### src/rtl/prog_mem_ctrl.sv
// prog_mem_ctrl: writable program store for the TD4 core plus its run controller.
// A loader fills the store while the CPU is held in reset. The controller then
// paces the CPU with a one-cycle clock-enable pulse:
//   - RUN: one pulse every DIV cycles.
//   - STEP: exactly one pulse per request.
// The CPU fetches combinationally through cpu_addr/cpu_data.
module prog_mem_ctrl #(
    parameter int ADDR_W = 4,
    parameter int DATA_W = 8,
    parameter int DIV    = 4
) (
    input  logic              clk,
    input  logic              n_reset,
    input  logic              ld_start,
    input  logic              ld_valid,
    output logic              ld_ready,
    input  logic [ADDR_W-1:0] ld_addr,
    input  logic [DATA_W-1:0] ld_data,
    input  logic              ld_done,
    input  logic              run_req,
    input  logic              step_req,
    input  logic              halt_req,
    input  logic [ADDR_W-1:0] cpu_addr,
    output logic [DATA_W-1:0] cpu_data,
    output logic              cpu_en,
    output logic              cpu_rst_n,
    output logic [1:0]        state
);

    typedef enum logic [1:0] {
        ST_IDLE = 2'b00,
        ST_LOAD = 2'b01,
        ST_RUN  = 2'b10,
        ST_STEP = 2'b11
    } state_e;

    localparam int          DEPTH    = 2 ** ADDR_W;
    localparam logic [15:0] DIV_LAST = 16'(DIV - 1);

    state_e            state_q, state_d;
    logic [15:0]       div_q, div_d;
    logic              cpu_en_q, cpu_en_d;
    logic              cpu_rst_n_q, cpu_rst_n_d;
    logic              ld_ready_q, ld_ready_d;
    // Set once the STEP state has committed to issuing its pulse, so that the
    // second STEP cycle (the one carrying the pulse) knows to return to IDLE.
    logic              step_fire_q, step_fire_d;
    logic [DATA_W-1:0] mem_q [DEPTH];
    logic              wr_en;

    // Next-state, divider, and registered-output logic.
    // Request priority in every state is: ld_start > halt_req > step_req > run_req.
    always_comb begin
        state_d     = state_q;
        div_d       = '0;
        cpu_en_d    = 1'b0;
        step_fire_d = 1'b0;
        case (state_q)
            ST_IDLE: begin
                if (ld_start)      state_d = ST_LOAD;
                else if (halt_req) state_d = ST_IDLE;
                else if (step_req) state_d = ST_STEP;
                else if (run_req)  state_d = ST_RUN;
            end
            ST_LOAD: begin
                if (ld_done) state_d = ST_IDLE;
            end
            ST_RUN: begin
                if (ld_start)      state_d = ST_LOAD;
                else if (halt_req) state_d = ST_IDLE;
                else begin
                    div_d    = (div_q == DIV_LAST) ? 16'd0 : div_q + 16'd1;
                    cpu_en_d = (div_q == DIV_LAST);
                end
            end
            ST_STEP: begin
                // First STEP cycle: abort if ld_start or halt_req is present;
                // otherwise arm the pulse.
                // Second STEP cycle (pulse visible): head back to IDLE.
                if (ld_start)         state_d = ST_LOAD;
                else if (step_fire_q) state_d = ST_IDLE;
                else if (halt_req)    state_d = ST_IDLE;
                else begin
                    step_fire_d = 1'b1;
                    cpu_en_d    = 1'b1;
                end
            end
            default: state_d = ST_IDLE;
        endcase
        ld_ready_d  = (state_d == ST_LOAD);
        // Hold the CPU in reset through LOAD and for one cycle after it,
        // so that the PC restarts at 0.
        cpu_rst_n_d = !((state_q == ST_LOAD) || (state_d == ST_LOAD));
    end

    // Control registers: state, divider, and the registered outputs.
    always_ff @(posedge clk or negedge n_reset) begin
        if (!n_reset) begin
            state_q     <= ST_IDLE;
            div_q       <= '0;
            cpu_en_q    <= 1'b0;
            cpu_rst_n_q <= 1'b0;
            ld_ready_q  <= 1'b0;
            step_fire_q <= 1'b0;
        end else begin
            state_q     <= state_d;
            div_q       <= div_d;
            cpu_en_q    <= cpu_en_d;
            cpu_rst_n_q <= cpu_rst_n_d;
            ld_ready_q  <= ld_ready_d;
            step_fire_q <= step_fire_d;
        end
    end

    assign wr_en = (state_q == ST_LOAD) && ld_valid && ld_ready_q;

    // Program store: cleared by reset, written only by the loader in LOAD.
    always_ff @(posedge clk or negedge n_reset) begin
        if (!n_reset) begin
            for (int i = 0; i < DEPTH; i++) mem_q[i] <= '0;
        end else if (wr_en) begin
            mem_q[ld_addr] <= ld_data;
        end
    end

    assign cpu_data  = (state_q == ST_LOAD) ? '0 : mem_q[cpu_addr];
    assign cpu_en    = cpu_en_q;
    assign cpu_rst_n = cpu_rst_n_q;
    assign ld_ready  = ld_ready_q;
    assign state     = state_q;

endmodule
### config.mk
export PLATFORM = sky130hd
export DESIGN_NAME = prog_mem_ctrl
export DESIGN_NICKNAME = d
export VERILOG_FILES = /design/src/rtl/prog_mem_ctrl.sv
export SDC_FILE = /design/constraint.sdc
export NUM_CORES = 1
export LEC_CHECK = 0
export BUFFER_PORTS_ARGS = -buffer_cell sky130_fd_sc_hd__buf_2
export CAP_MARGIN = 20
export CELL_PAD_IN_SITES_DETAIL_PLACEMENT = 0
export CELL_PAD_IN_SITES_GLOBAL_PLACEMENT = 1
export CORE_MARGIN = 5
export CORE_UTILIZATION = 51
export CTS_CLUSTER_DIAMETER = 40
export DETAILED_ROUTE_END_ITERATION = 16
export PLACE_DENSITY_LB_ADDON = 0.15
export SLEW_MARGIN = 20
export SYNTH_ARGS = -nofsm -noshare
export SYNTH_HDL_FRONTEND = slang
export SYNTH_SLANG_ARGS = --single-unit
### constraint.sdc
create_clock -name clk -period 2.9 [get_ports clk]
set_input_delay 0.58 -clock clk [delete_from_list [all_inputs] [get_ports clk]]
set_output_delay 0.58 -clock clk [all_outputs]
set_load 0.01 [all_outputs]
# Yosys cells after proc, flatten, opt, wreduce, memory -nomap -nowiden
# Cells that the tools add are included.
[word_totals] reg_bits=150
[classes] addsub=1 n_lt_le_gt_ge=3 n_eq_ne=5 muxes=28 bitwise=2 reduce_logical=6
[ops] cell="bitwise mux 128 bit" count=1
[ops] cell="2-to-1 mux 16 bit" count=4
[ops] cell="binary-select mux 8 bit (select 4 bit)" count=1
[ops] cell="demux 8 bit (select 4 bit)" count=1
[ops] cell="2-to-1 mux 8 bit" count=4
[ops] cell="2-to-1 mux 2 bit" count=9
[ops] cell="adder 16 x 1 -> 16 bit (second input constant)" count=1
[ops] cell="equality test 16 x 2 -> 1 bit (second input constant)" count=1
[ops] cell="greater-or-equal comparator 5 bit (second input constant)" count=2
[ops] cell="NOT 4 -> 5 bit" count=2
[ops] cell="case mux 2 bit (4 select lines)" count=1
[ops] cell="2-to-1 mux 1 bit" count=6
[ops] cell="less-than comparator 5 x 1 -> 1 bit (second input constant)" count=1
[ops] cell="equality test 2 x 1 -> 1 bit (second input constant)" count=2
[ops] cell="equality test 2 bit (second input constant)" count=2
[ops] cell="logical AND 1 bit" count=3
[ops] cell="zero test 2 bit" count=1
[ops] cell="case mux 1 bit (2 select lines)" count=1
[ops] cell="zero test 1 bit" count=1
[ops] cell="logical OR 1 bit" count=1

# Logic depth before layout (Yosys ltp)
[logic_depth] word_depth=8 ltp_mapped=7 mapped_depth_nobuf=5

# Worst setup path before layout
# No wires, ideal clock.
[synth_timing] path_type="input-to-output" from="input port cpu_addr[0]" to="output port cpu_data[4]" arrival_ns=2.253 path_slack_ns=0.067 stages=7 path_cell_list="clkbuf_1 buf_2 buf_2 mux2i_1 a22oi_1 a22o_1 a221o_1"
[synth_via] elab_chain_len=5
[synth_rtl] item="start, declared" line_no="23" text="input logic [ADDR_W-1:0] cpu_addr,"
[synth_rtl] item="NOT 4 -> 5 bit (implied by the code)" line_no="126" text="assign cpu_data = (state_q == ST_LOAD) ? '0 : mem_q[cpu_addr];"
[synth_rtl] item="binary-select mux 8 bit (select 4 bit)" line_no="126"
[synth_rtl] item="2-to-1 mux 8 bit (implied by the code) (2 in series)" line_no="126"
[synth_rtl] item="2-to-1 mux 8 bit" line_no="126"
[synth_rtl] item="end, declared" line_no="24" text="output logic [DATA_W-1:0] cpu_data,"
# No other way between the ends. The select of a mux whose other input is x is not followed.

# Final worst setup path
[layout_timing] from="input port cpu_addr[0]" to="output port cpu_data[6]"
# The elaborated chain is that of the path after synthesis.

==> run summary <==
POWER
----------------------------------------------------------------------------------------
Reported leakage power                                                           3.72 nW
Total power density per cell area                                             787 mW/mm2
VDD IR max                                                                      0.494 mV

MIN PATH
----------------------------------------------------------------------------------------
Worst hold path type                                                         in -> async

CELLS AND AREA
----------------------------------------------------------------------------------------
Final-stage net count                                                                562
Cell area after layout                                                       0.00809 mm2
Fraction of final layout cells sized beyond drive strength 1                       44.8%
Commonest non-fill, non-tap cell in the layout                                   dfrtp_1
Most frequent cells in the layout                                           dfrtp_1, mux2_2, buf_2
N_diodes                                                                               0
Growth of design area from synthesis to finish                                     16.3%

CRITICAL PATH
----------------------------------------------------------------------------------------
Crit Path Category                                                             in -> out
Worst Path Required                                                              2320 ps
Maximum fanout count along the critical path                                          13
FF-to-FF setup slack                                                              560 ps
Number of cells on the worst reg-to-reg path                                           4
Destination of the worst register-to-register timing path                      mem_q[30]
Capturing element type of the critical path                                   output pin
CP Data Arrival Time                                                             2190 ps
Type of element launching the critical path                                 primary input
R2r startpoint                                                                  state[1]

GLOBAL ROUTING
----------------------------------------------------------------------------------------
All-layer global routing usage                                                     20.7%
Number of global-route vias before repair                                           4494
Remaining Overflow, GRT                                                                0
Wire length of the first global-routing pass                                    25400 um
Initial antenna violation count                                                        0
Maximum number of pins on one net before global-route repair                          75

FLOORPLAN
----------------------------------------------------------------------------------------
Total die area                                                                0.0161 mm2
Starting density of the core                                                       52.3%
Die height                                                                        127 um
Io pins                                                                               37
Standard cell core area                                                       0.0133 mm2
Row count                                                                             42
Die Width                                                                         127 um

ROUTING
----------------------------------------------------------------------------------------
Remaining DRCs                                                                         0
Count of routing violations after the opening detailed-route iteration               226
Post-route ant nets                                                                    0
Average wire length per cell after detail routing                                21.6 um
Via count normalized by instance count                                              5.94
Via count                                                                           4310
Detailed-routing iteration count for the pre-antenna-repair pass                       4
Routed wire length                                                              15700 um

CLOCK TREE
----------------------------------------------------------------------------------------
Cts bufs inserted                                                                     17
Number of H-tree levels                                                                4
Clock root buffer                                                              clkbuf_16
Maximum buffer depth of the clock tree                                                 2
CTS hold repair buffers                                                                0
Number of setup buffers added after CTS                                                0
TritonCTS clock tree                                                               built
Clock Sink Count                                                                     150
Worst-skew pair later-pin latency                                                 410 ps
Clock transition at the registers of the reported paths                            60 ps

STA
----------------------------------------------------------------------------------------
Hold Worst Slack                                                                  175 ps
Minimum clock period                                                             2770 ps
Setup TNS after final layout                                                        0 ps
Portion of the clock cycle consumed by the worst path in the final layout          95.6%
Worst-Margin Slew                                                                 863 ps
Final count of pins violating max slew                                                 0
Unrepaired setup endpoints after global routing                                       no
Count of final hold-check violations                                                   0
Clock Skew                                                                       8.63 ps
Remaining max-slew budget at the tightest pin                                      42.1%
Highest clock rate                                                               361 MHz
Final number of setup-violating endpoints                                              0

SYNTHESIS
----------------------------------------------------------------------------------------
Synth Flop Type                                                                  dfrtp_1
Post-Synthesis Mean Instance Area                                               14.1 um2
Biggest area contributors in the synthesized netlist                        dfrtp_1, mux2_2, mux4_2, mux2i_1, nor2_1
Number of enable-type register cells in the synthesized netlist                        0
Distinct cells, synth                                                                 43
Async set-reset flop share out of synthesis                                         100%
Synthesized Nets                                                                     517
Netlist Area Pre-Place                                                       0.00695 mm2
Post-synth top area cell                                                         dfrtp_1
Post-synthesis sequential element count                                              150
Share of Yosys cell area claimed by the top area cell type                         54.0%
Warning count from the yosys run                                                       0
Sequential share of the synthesized area                                           54.0%
Cell count after synthesis                                                           492

PLACEMENT
----------------------------------------------------------------------------------------
Number of port buffers                                                                36
Cell area reported after detailed placement                                  0.00743 mm2
Last weighted congestion value of the routability-driven placer                    0.796
HPWL after detailed placement                                                   10700 um

FLOW RUN
----------------------------------------------------------------------------------------
Max-cap violations                                                                     0

STATUS
----------------------------------------------------------------------------------------
Outcome                                                                        completed

## timing repair
action                                  in CTS  in global routing
gates resized for setup                      1                  1
cloned                                       0                  0
endpoints found under the setup margin       3                  8
## layout make-up
class / instances / area [um2]
clock buffer: 19 / 453
clock inverter: 12 / 201
fill: 1012 / 5200
inverter: 2 / 7.51
multi-input combinational: 312 / 3080
sequential: 150 / 3750
tap: 176 / 220
timing repair buffer: 54 / 372
## worst max-delay path by stage
stage / depth (start not counted) / slack (ps) / end / startpoint
after floorplan: 7 / 70 / cpu_data[4] / cpu_addr[0]
after global placement: 6 / 130 / cpu_data[6] / cpu_addr[0]
after detailed placement: 6 / 140 / cpu_data[6] / cpu_addr[0]
after CTS: 5 / 60 / cpu_data[5] / state[1]
after global routing: 4 / 60 / cpu_data[5] / state[1]
final: 6 / 130 / cpu_data[6] / cpu_addr[0]
## critical path, stage by stage
cell and delay [ps]:
buf_2 140, buf_12 170, mux4_2 530, a22o_1 220, a221o_1 380, buf_2 160
## report_power, final
group / internal [mW] / switching, mW / total, mW
sequential: 2.59 / 0.255 / 2.85
clock: 1.57 / 0.843 / 2.41
combinational: 0.659 / 0.456 / 1.11
## metal layers
layer / GRT usage (%) / up-vias / part of all wire [%]
li1: - / 1923 / -
met1: 30.3 / 2296 / 48
met2: 31.1 / 86 / 47
met3: 5.67 / 5 / 4.4
met4: 4.79 / 0 / 0.52
met5: 0 / - / 0
## cell families (layout without fill, tap and decap cells)
group	after synthesis	in the layout	synth area share, %
simple gates	97	97	7.88
buf+inv	30	87	1.76
mux	168	168	30.8
xor+xnor	11	11	1.39
flops	150	150	54.0
fa+ha+maj	1	1	0.180
compound gates	35	35	4.01
## Yosys cell counts, types with 3 or more instances
cell type / n
nand2_1: 9
and3_1: 12
a22o_1: 8
a22oi_1: 8
nor2b_1: 4
mux2_2: 127
nor4_1: 4
nand4_1: 6
xnor2_1: 4
nor2_2: 3
xor2_1: 7
mux4_2: 24
a21oi_1: 5
mux2i_1: 16
a221o_1: 8
nor3_1: 6
nand2b_1: 4
clkbuf_1: 21
nand3_1: 6
dfrtp_1: 150
nand3b_1: 3
buf_2: 5
nor2_1: 24
## sequential cells by signal, summed over array words and instances, names as in the netlist
signal and flops:
cpu_rst_n 1, step_fire_q 1, state 2, mem_q 128, ld_ready 1, cpu_en 1
div_q 16
## metrics by stage
| step | power [mW] | std cells | utilization (%) | setup slack [ps] |
|---|---|---|---|---|
| after global routing | 6.65 | 725 | 60.9 | 57.3 |
| final | 6.37 | 725 | 60.9 | 129 |
| after floorplan | 3.61 | 492 | - | 67.3 |
| after CTS | 6.43 | 725 | 60.8 | 59.6 |
| after detailed placement | 4.00 | 694 | 55.9 | 135 |
| after global placement | 3.94 | 694 | 55.9 | 132 |
Note: power is estimated with default switching activity, not from simulation.
